## config.mk

```make
export PLATFORM = sky130hd
export DESIGN_NAME = gpio_led_key
export DESIGN_NICKNAME = d
export VERILOG_FILES = /design/src/rtl/gpio_led_key.sv
export SDC_FILE = /design/constraint.sdc
export NUM_CORES = 1
export LEC_CHECK = 0
export CAP_MARGIN = 5
export CORE_MARGIN = 3
export CORE_UTILIZATION = 35
export CTS_CLUSTER_SIZE = 40
export DETAILED_ROUTE_END_ITERATION = 16
export PLACE_DENSITY_LB_ADDON = 0.2
export SLEW_MARGIN = 40
export SYNTH_ARGS = -nofsm -noshare
export SYNTH_HDL_FRONTEND = slang
export SYNTH_SLANG_ARGS = --single-unit
```

## constraint.sdc

```tcl
create_clock -name clk -period 4.6 [get_ports clk]
set_input_delay 0.92 -clock clk [delete_from_list [all_inputs] [get_ports clk]]
set_output_delay 0.92 -clock clk [all_outputs]
set_load 0.005 [all_outputs]
```

## src/rtl/gpio_led_key.sv

```systemverilog
// gpio_led_key
//   Memory-mapped GPIO responder on the CPU data bus. Drives the board LEDs
//   and samples the active-low board key through a synchroniser, a debouncer
//   and sticky press/release event flags.
//
//   Register map (word index = bus_addr[4:2]):
//     0 LED      r/w   bits [LED_WIDTH-1:0]
//     1 LED_SET  w1s   reads 0
//     2 LED_CLR  w1c   reads 0
//     3 KEY_STAT ro    bit0 debounced pressed, bit1 raw synchronised pressed
//     4 EVENT    w1c   bit0 press event, bit1 release event (sticky)
//     5..7       unmapped: reads 0, writes ignored, still acknowledged
//
//   Ports:
//     clk        system clock
//     reset      asynchronous, active-high reset
//     bus_valid  access request, held until bus_ready
//     bus_we     1 = write, 0 = read
//     bus_addr   byte offset, [4:2] select the register
//     bus_wdata  write data
//     bus_rdata  read data, non-zero only during the bus_ready cycle of a read
//     bus_ready  one-cycle completion pulse, one cycle after acceptance
//     key        raw board key, active-low, asynchronous
//     led        LED pins (inverted register when LED_ACTIVE_LOW = 1)
//     key_irq    level copy of EVENT bit0
module gpio_led_key #(
  parameter int LED_WIDTH       = 6,
  parameter int DEBOUNCE_CYCLES = 4,
  parameter bit LED_ACTIVE_LOW  = 1'b1
) (
  input  logic                 clk,
  input  logic                 reset,
  input  logic                 bus_valid,
  input  logic                 bus_we,
  input  logic [4:0]           bus_addr,
  input  logic [31:0]          bus_wdata,
  output logic [31:0]          bus_rdata,
  output logic                 bus_ready,
  input  logic                 key,
  output logic [LED_WIDTH-1:0] led,
  output logic                 key_irq
);

  localparam logic [2:0]  IDX_LED      = 3'd0;
  localparam logic [2:0]  IDX_LED_SET  = 3'd1;
  localparam logic [2:0]  IDX_LED_CLR  = 3'd2;
  localparam logic [2:0]  IDX_KEY_STAT = 3'd3;
  localparam logic [2:0]  IDX_EVENT    = 3'd4;
  localparam logic [15:0] DEB_MAX      = 16'(DEBOUNCE_CYCLES - 1);

  typedef enum logic {IDLE, RESP} state_t;

  state_t               state;
  state_t               state_next;
  logic                 accept;
  logic                 wr_en;
  logic                 rd_en;
  logic [2:0]           reg_idx;
  logic [LED_WIDTH-1:0] led_q;
  logic [1:0]           event_q;
  logic [1:0]           event_clr;
  logic [31:0]          rd_mux;
  logic [31:0]          rdata_q;
  logic                 ks_p0;
  logic                 ks_p1;
  logic                 deb;
  logic [15:0]          cnt;
  logic                 deb_flip;
  logic                 press_set;
  logic                 release_set;
  logic                 unused_bits;

  assign unused_bits = ^{bus_addr[1:0], bus_wdata[31:LED_WIDTH]};

  // Bus handshake FSM: accept in IDLE, acknowledge in RESP, then idle again
  always_ff @(posedge clk or posedge reset) begin
    if (reset) state <= IDLE;
    else       state <= state_next;
  end

  always_comb begin
    state_next = state;
    accept     = 1'b0;
    case (state)
      IDLE: begin
        if (bus_valid) begin
          accept     = 1'b1;
          state_next = RESP;
        end
      end
      RESP:    state_next = IDLE;
      default: state_next = IDLE;
    endcase
  end

  assign bus_ready = (state == RESP);
  assign reg_idx   = bus_addr[4:2];
  assign wr_en     = accept & bus_we;
  assign rd_en     = accept & ~bus_we;

  // Key stage p0/p1: two-flop synchroniser on the inverted (active-high) key
  // followed by a counter that must see DEBOUNCE_CYCLES consecutive
  // disagreeing samples before the debounced level follows.
  assign deb_flip    = (ks_p1 != deb) && (cnt == DEB_MAX);
  assign press_set   = deb_flip & ks_p1;
  assign release_set = deb_flip & ~ks_p1;

  always_ff @(posedge clk or posedge reset) begin
    if (reset) begin
      ks_p0 <= 1'b0;
      ks_p1 <= 1'b0;
      deb   <= 1'b0;
      cnt   <= '0;
    end else begin
      ks_p0 <= ~key;
      ks_p1 <= ks_p0;
      if (ks_p1 == deb) begin
        cnt <= '0;
      end else if (deb_flip) begin
        cnt <= '0;
        deb <= ks_p1;
      end else begin
        cnt <= cnt + 16'd1;
      end
    end
  end

  // Event flags: a debounce edge in the same cycle as a write-1-clear wins.
  assign event_clr = (wr_en && reg_idx == IDX_EVENT) ? bus_wdata[1:0] : 2'b00;

  always_ff @(posedge clk or posedge reset) begin
    if (reset) event_q <= '0;
    else       event_q <= (event_q & ~event_clr) | {release_set, press_set};
  end

  assign key_irq = event_q[0];

  // LED register
  always_ff @(posedge clk or posedge reset) begin
    if (reset) begin
      led_q <= '0;
    end else if (wr_en) begin
      case (reg_idx)
        IDX_LED:     led_q <= bus_wdata[LED_WIDTH-1:0];
        IDX_LED_SET: led_q <= led_q | bus_wdata[LED_WIDTH-1:0];
        IDX_LED_CLR: led_q <= led_q & ~bus_wdata[LED_WIDTH-1:0];
        default:     led_q <= led_q;
      endcase
    end
  end

  assign led = LED_ACTIVE_LOW ? ~led_q : led_q;

  // Read data is sampled at the accept edge and shown only while bus_ready.
  always_comb begin
    rd_mux = '0;
    case (reg_idx)
      IDX_LED:      rd_mux[LED_WIDTH-1:0] = led_q;
      IDX_KEY_STAT: rd_mux[1:0]           = {ks_p1, deb};
      IDX_EVENT:    rd_mux[1:0]           = event_q;
      default:      rd_mux                = '0;
    endcase
  end

  always_ff @(posedge clk or posedge reset) begin
    if (reset) rdata_q <= '0;
    else       rdata_q <= rd_en ? rd_mux : 32'd0;
  end

  assign bus_rdata = rdata_q;

endmodule

```

==> metrics.txt, run 1 <==
run status=finished clean; power per standard cell area=363 nW/um2; IO buf count=27; Worst Slack Setup Final=2280 ps; post-detailed-route count of antenna-violating nets=0; area added between synthesis and finish=18.8%; Req. time, crit path=4820 ps; Worst IR Drop VDD=0.000137 V; part of the Yosys area used for sequential elements=46.8%; die span in y=78.1 um; Post-Synthesis Cells=176; buffers inserted during post-CTS setup optimization=0; unrepaired setup endpoints after global routing=no; ratio of cells with drive above 1 in the final layout=10.7%; latest clock arrival within the worst-skew pair=280 ps; number of cells after detailed placement=265; number of clock sinks=34; cell internal power dissipation=574 uW; leading cell type in the layout, fill and taps excluded=dfrtp_1; post-layout utilization of the core=44.3%; Initial Utilization=37.3%; global-route wire length before repair=5470 um; Final GP Congestion=0.793; number of DRC markers after the initial detailed-route iteration=63; wire per inst=12.0 um; DRC=0; placeable core region=4880 um2; number of antenna violations at the first check in global routing=0; number of top-level pins=82; switching part of the total power=26.8%; via count=1212; pin count of the biggest net entering global routing=28; minimum period implied by the final worst setup slack=2320 ps; area of the die=6100 um2; fmax=0.431 GHz; count of TritonRoute iterations in the first routing pass=4; Final period util=50.4%; final layout net count=248; clock slew seen by the registers of the worst setup and hold paths=70 ps; Critical Path AT=2540 ps; summed instance area of the synthesized netlist=1820 um2; via/cell ratio=4.44; number of max-slew violations in the final report=0; Post-Place Worst Slack=1980 ps; overall die width=78.1 um; number of endpoints with negative hold slack in the final report=0; detailed-route wire length=3280 um; deepest clock path buffer count=2; Synth area leaders=dfrtp_1, buf_4, xnor2_1; final-layout fill cell count=503; measured slew at the worst slew-check pin=606 ps; number of max-capacitance violations reported=0; number of global-route vias before repair=1106; GRT Util Overall=11.6%; remaining max-slew budget at the tightest pin=59.5%; register share of total power=46.2%; FP Rows=25; post-layout total power=784 uW; final count of negative-setup-slack endpoints=0; class of the most critical setup path=in -> reg; H-tree levels=2; Pleak=0.947 nW; number of antenna diodes=0; count of instances resized after the clock tree is built=0; number of storage elements in the synthesis netlist=34; Inserted Clock Buffers=5; Final Non-Filler Cells=273; Yosys top cell area share=46.8%; Critical Path Fanout Max=10; kind of launch point of the worst setup path=input port; Yosys top cell by area=dfrtp_1; Post-Synthesis Mean Instance Area=10.3 um2; clk_skew=3.13 ps; Psw=210 uW; Post-CTS Hold Fix Bufs=0; grt ovf=0; final-layout setup total negative slack=0 ps; proportion of power drawn by the clock network=34.1%; class of the worst hold path=reg -> reg; crit end category=flip-flop; count of cell types in the netlist=32; clock root cell=clkbuf_8; Logic pwr share=19.7%; total number of yosys warnings=0; detailed placer's ending HPWL=2380 um; CTS tree=built; most frequent cells in the layout=dfrtp_1, clkdlybuf4s50_1, conb_1
critical path: stages:
cell and delay [ps]:
clkdlybuf4s50_1 710, nor4b_2 650, a22o_1 250
power groups by stage:
| stage | logic [mW] | registers [mW] | clock network [mW] |
|---|---|---|---|
| after floorplan | 0.112 | 0.360 | 0 |
| after global placement | 0.157 | 0.368 | 0 |
| after detailed placement | 0.158 | 0.368 | 0 |
| after CTS | 0.158 | 0.363 | 0.275 |
| after global routing | 0.175 | 0.368 | 0.291 |
| final | 0.155 | 0.362 | 0.267 |
sequential cells by signal, summed over array words and instances, names as in the netlist:
name	cells
bus_ready	1
bus_rdata	6
deb	1
event_q	2
led_q	6
ks_p1	1
ks_p0	1
cnt	16
metal layers:
metal | vias to the layer above | share of wire, % | track usage, %
met2 | 42 | 44 | 17.0
met5 | - | 0 | 0
li1 | 604 | - | -
met1 | 561 | 47 | 15.5
met4 | 0 | 2.1 | 5.77
met3 | 5 | 7.0 | 3.67
Yosys cell counts (all sizes together):
| cell type | number |
|---|---|
| a22o | 6 |
| and3 | 1 |
| and4 | 1 |
| buf | 31 |
| conb | 1 |
| dfrtp | 34 |
| ha | 1 |
| inv | 12 |
| mux2 | 1 |
| mux2i | 2 |
| nand2 | 11 |
| nand2b | 3 |
| nand3 | 4 |
| nand3b | 1 |
| nand4 | 6 |
| nor2 | 16 |
| nor3 | 9 |
| nor3b | 1 |
| nor4 | 8 |
| nor4b | 2 |
| o21ai | 8 |
| o2bb2ai | 2 |
| or4 | 1 |
| xnor2 | 10 |
| xor2 | 4 |
area by class of cell:
class | instances | area, um2 | area share [%]
flip-flops and latches | 34 | 851 | 39.4
multi-input cells | 124 | 795 | 36.8
repair buffers | 28 | 278 | 12.9
well taps | 67 | 83.8 | 3.88
clock buffers | 5 | 68.8 | 3.18
inverters | 12 | 45.0 | 2.08
clock inverters | 3 | 40.0 | 1.85
final timing paths:
path	start	endpoint	slack, ps	cells past startpoint
worst min-delay path	ks_p0	ks_p1	350	0
worst min register to register	ks_p0	ks_p1	350	0
max in group asynchronous	reset	cnt[15]	3050	3
min in group asynchronous	reset	led_q[5]	1010	2
worst max-delay path	bus_addr[4]	led_q[0]	2280	3
worst max register to register	cnt[0]	cnt[7]	2900	5
cells by family (layout without fill, tap and decap cells):
logic type / count (synthesis) / count (layout) / synth area share (%)
simple gates: 64 / 64 / 23.1
compound gates: 16 / 16 / 6.05
buf+inv: 43 / 48 / 14.7
mux: 3 / 3 / 1.72
flops: 34 / 34 / 46.8
fa+ha+maj: 1 / 1 / 0.688
xor+xnor: 14 / 14 / 6.74
other cells: 1 / 26 / 0.206
through the flow:
| step | hold WS [ps] | area [um2] |
|---|---|---|
| after detailed placement | 336 | 2050 |
| final | 354 | 2160 |
| after global placement | 335 | 2050 |
| after global routing | 355 | 2160 |
| after CTS | 352 | 2160 |
| after floorplan | 331 | 1910 |
No activity file was read; power rests on OpenSTA's default activity.
==> run 2: changes to the inputs <==
- clock period: 4.6 -> 2.09 ns (I/O delays scaled with it)
==> metrics.txt, run 2 (same netlist as run 1, synthesis figures left out) <==
run status=finished clean; switching part of the total power=28.4%; Psw=468 uW; number of global-route vias before repair=1205; number of clock sinks=34; crit end category=flip-flop; multi-input gate area in the final layout=795 um2; area added between synthesis and finish=19.3%; pin count of the biggest net entering global routing=35; max FFs per register=16; detailed-route wire length=3250 um; wire per inst=11.8 um; area of the die=6100 um2; number of max-capacitance violations reported=0; Post-CTS Hold Fix Bufs=0; Logic pwr share=20.9%; DRC=0; Worst IR Drop VDD=0.000296 V; final count of negative-setup-slack endpoints=0; post-detailed-route count of antenna-violating nets=0; storage element area=851 um2; H-tree levels=2; post-layout total power=1.65 mW; ratio of cells with drive above 1 in the final layout=11.5%; Worst Slack Setup Final=368 ps; GRT Util Overall=12.0%; Req. time, crit path=2290 ps; via/cell ratio=4.45; kind of launch point of the worst setup path=input port; most flop-heavy register=cnt; Final GP Congestion=0.793; Worst Hold Slack=353 ps; post-layout utilization of the core=44.5%; class of the worst hold path=reg -> reg; final-layout setup total negative slack=0 ps; cell depth of the worst flop-to-flop path=5; Initial Utilization=37.3%; cell internal power dissipation=1.18 mW; highest cell delay on the worst timing path=630 ps; register share of total power=48.7%; overall die width=78.1 um; deepest clock path buffer count=2; count of instances resized after the clock tree is built=0; buffers inserted during post-CTS setup optimization=0; Final period util=82.4%; clock root cell=clkbuf_8; CTS tree=built; IO buf count=27; Hold Crit Depth=0; clock slew seen by the registers of the worst setup and hold paths=70 ps; number of DRC markers after the initial detailed-route iteration=95; number of antenna diodes=0; worst hold path endpoint=ks_p1; proportion of power drawn by the clock network=30.4%; final-layout fill cell count=487; worst reg2reg setup slack=400 ps; number of max-slew violations in the final report=0; FP Rows=25; placeable core region=4880 um2; unrepaired setup endpoints after global routing=no; number of antenna violations at the first check in global routing=0; global-route wire length before repair=5790 um; worst r2r src=cnt[0]; Inserted Clock Buffers=5; slowest CP cell=or4_1; most frequent cells in the layout=dfrtp_1, clkdlybuf4s50_1, conb_1; Critical Path AT=1920 ps; final layout net count=251; fmax=0.581 GHz; number of endpoints with negative hold slack in the final report=0; latest clock arrival within the worst-skew pair=280 ps; Critical Path Fanout Max=6; end of the worst register-to-register path=cnt[3]; die span in y=78.1 um; clk_skew=3.33 ps; Pleak=0.952 nW; grt ovf=0; number of top-level pins=82; detailed placer's ending HPWL=2440 um; via count=1227; leading cell type in the layout, fill and taps excluded=dfrtp_1; count of TritonRoute iterations in the first routing pass=4; hold_sp=ks_p0; minimum period implied by the final worst setup slack=1720 ps; Post-Place Worst Slack=47.0 ps; class of the most critical setup path=in -> reg; power per standard cell area=759 nW/um2; cell breakdown of the critical path=clkdlybuf4s50_1 > nand2b_1 > or4_1 > o21ai_1
## run 2: cell types whose count changed in the layout (fill, tap and decap cells not counted), sizes merged
cell | before | now
buf | 1 | 4
bufinv | 1 | 0
clkbuf | 5 | 6
clkinv | 2 | 1
clkinvlp | 0 | 1
## run 2: worst max-delay path, delay by kind of cell
family                 cells  cell delay, ps
buffers and inverters      1             450
AO/OA/AOI/OAI              1             250
AND/OR/NAND/NOR            2             800
## run 2: layout make-up
| cell class | count | share of cell area, % |
|---|---|---|
| Sequential cell | 34 | 39.2 |
| Clock inverter | 2 | 0.577 |
| Inverter | 12 | 2.08 |
| Timing Repair Buffer | 31 | 13.8 |
| Tap cell | 67 | 3.86 |
| Multi-Input combinational cell | 124 | 36.6 |
| Clock buffer | 6 | 3.81 |
## run 2: how the worst max path moves through the flow
stage | start | to | slack (ps) | depth (start not counted)
final | bus_valid | bus_rdata[0] | 370 | 4
after global routing | cnt[0] | cnt[12] | 160 | 5
after CTS | cnt[0] | cnt[11] | 340 | 5
after detailed placement | bus_valid | bus_rdata[0] | 50 | 4
after global placement | bus_valid | bus_rdata[0] | 70 | 4
after floorplan | cnt[0] | cnt[10] | 650 | 6
## run 2: routing by layer
metal	share of wire, %	global-route usage, %
met4	1.8	4.20
met1	45	15.2
met5	0	0
met2	46	19.4
met3	6.9	3.44
## run 2: power by group through the flow
| stage | registers, mW | clock network, mW | logic [mW] |
|---|---|---|---|
| floorplan | 0.792 | 0 | 0.247 |
| global placement | 0.810 | 0 | 0.350 |
| detailed placement | 0.812 | 0 | 0.353 |
| CTS | 0.801 | 0.520 | 0.355 |
| global route | 0.812 | 0.553 | 0.389 |
| finish | 0.801 | 0.501 | 0.345 |
## run 2: stage by stage
step	area, um2	instances
after CTS	2170	276
after global routing	2170	276
after floorplan	1910	201
after global placement	2070	268
final	2170	276
after detailed placement	2070	268
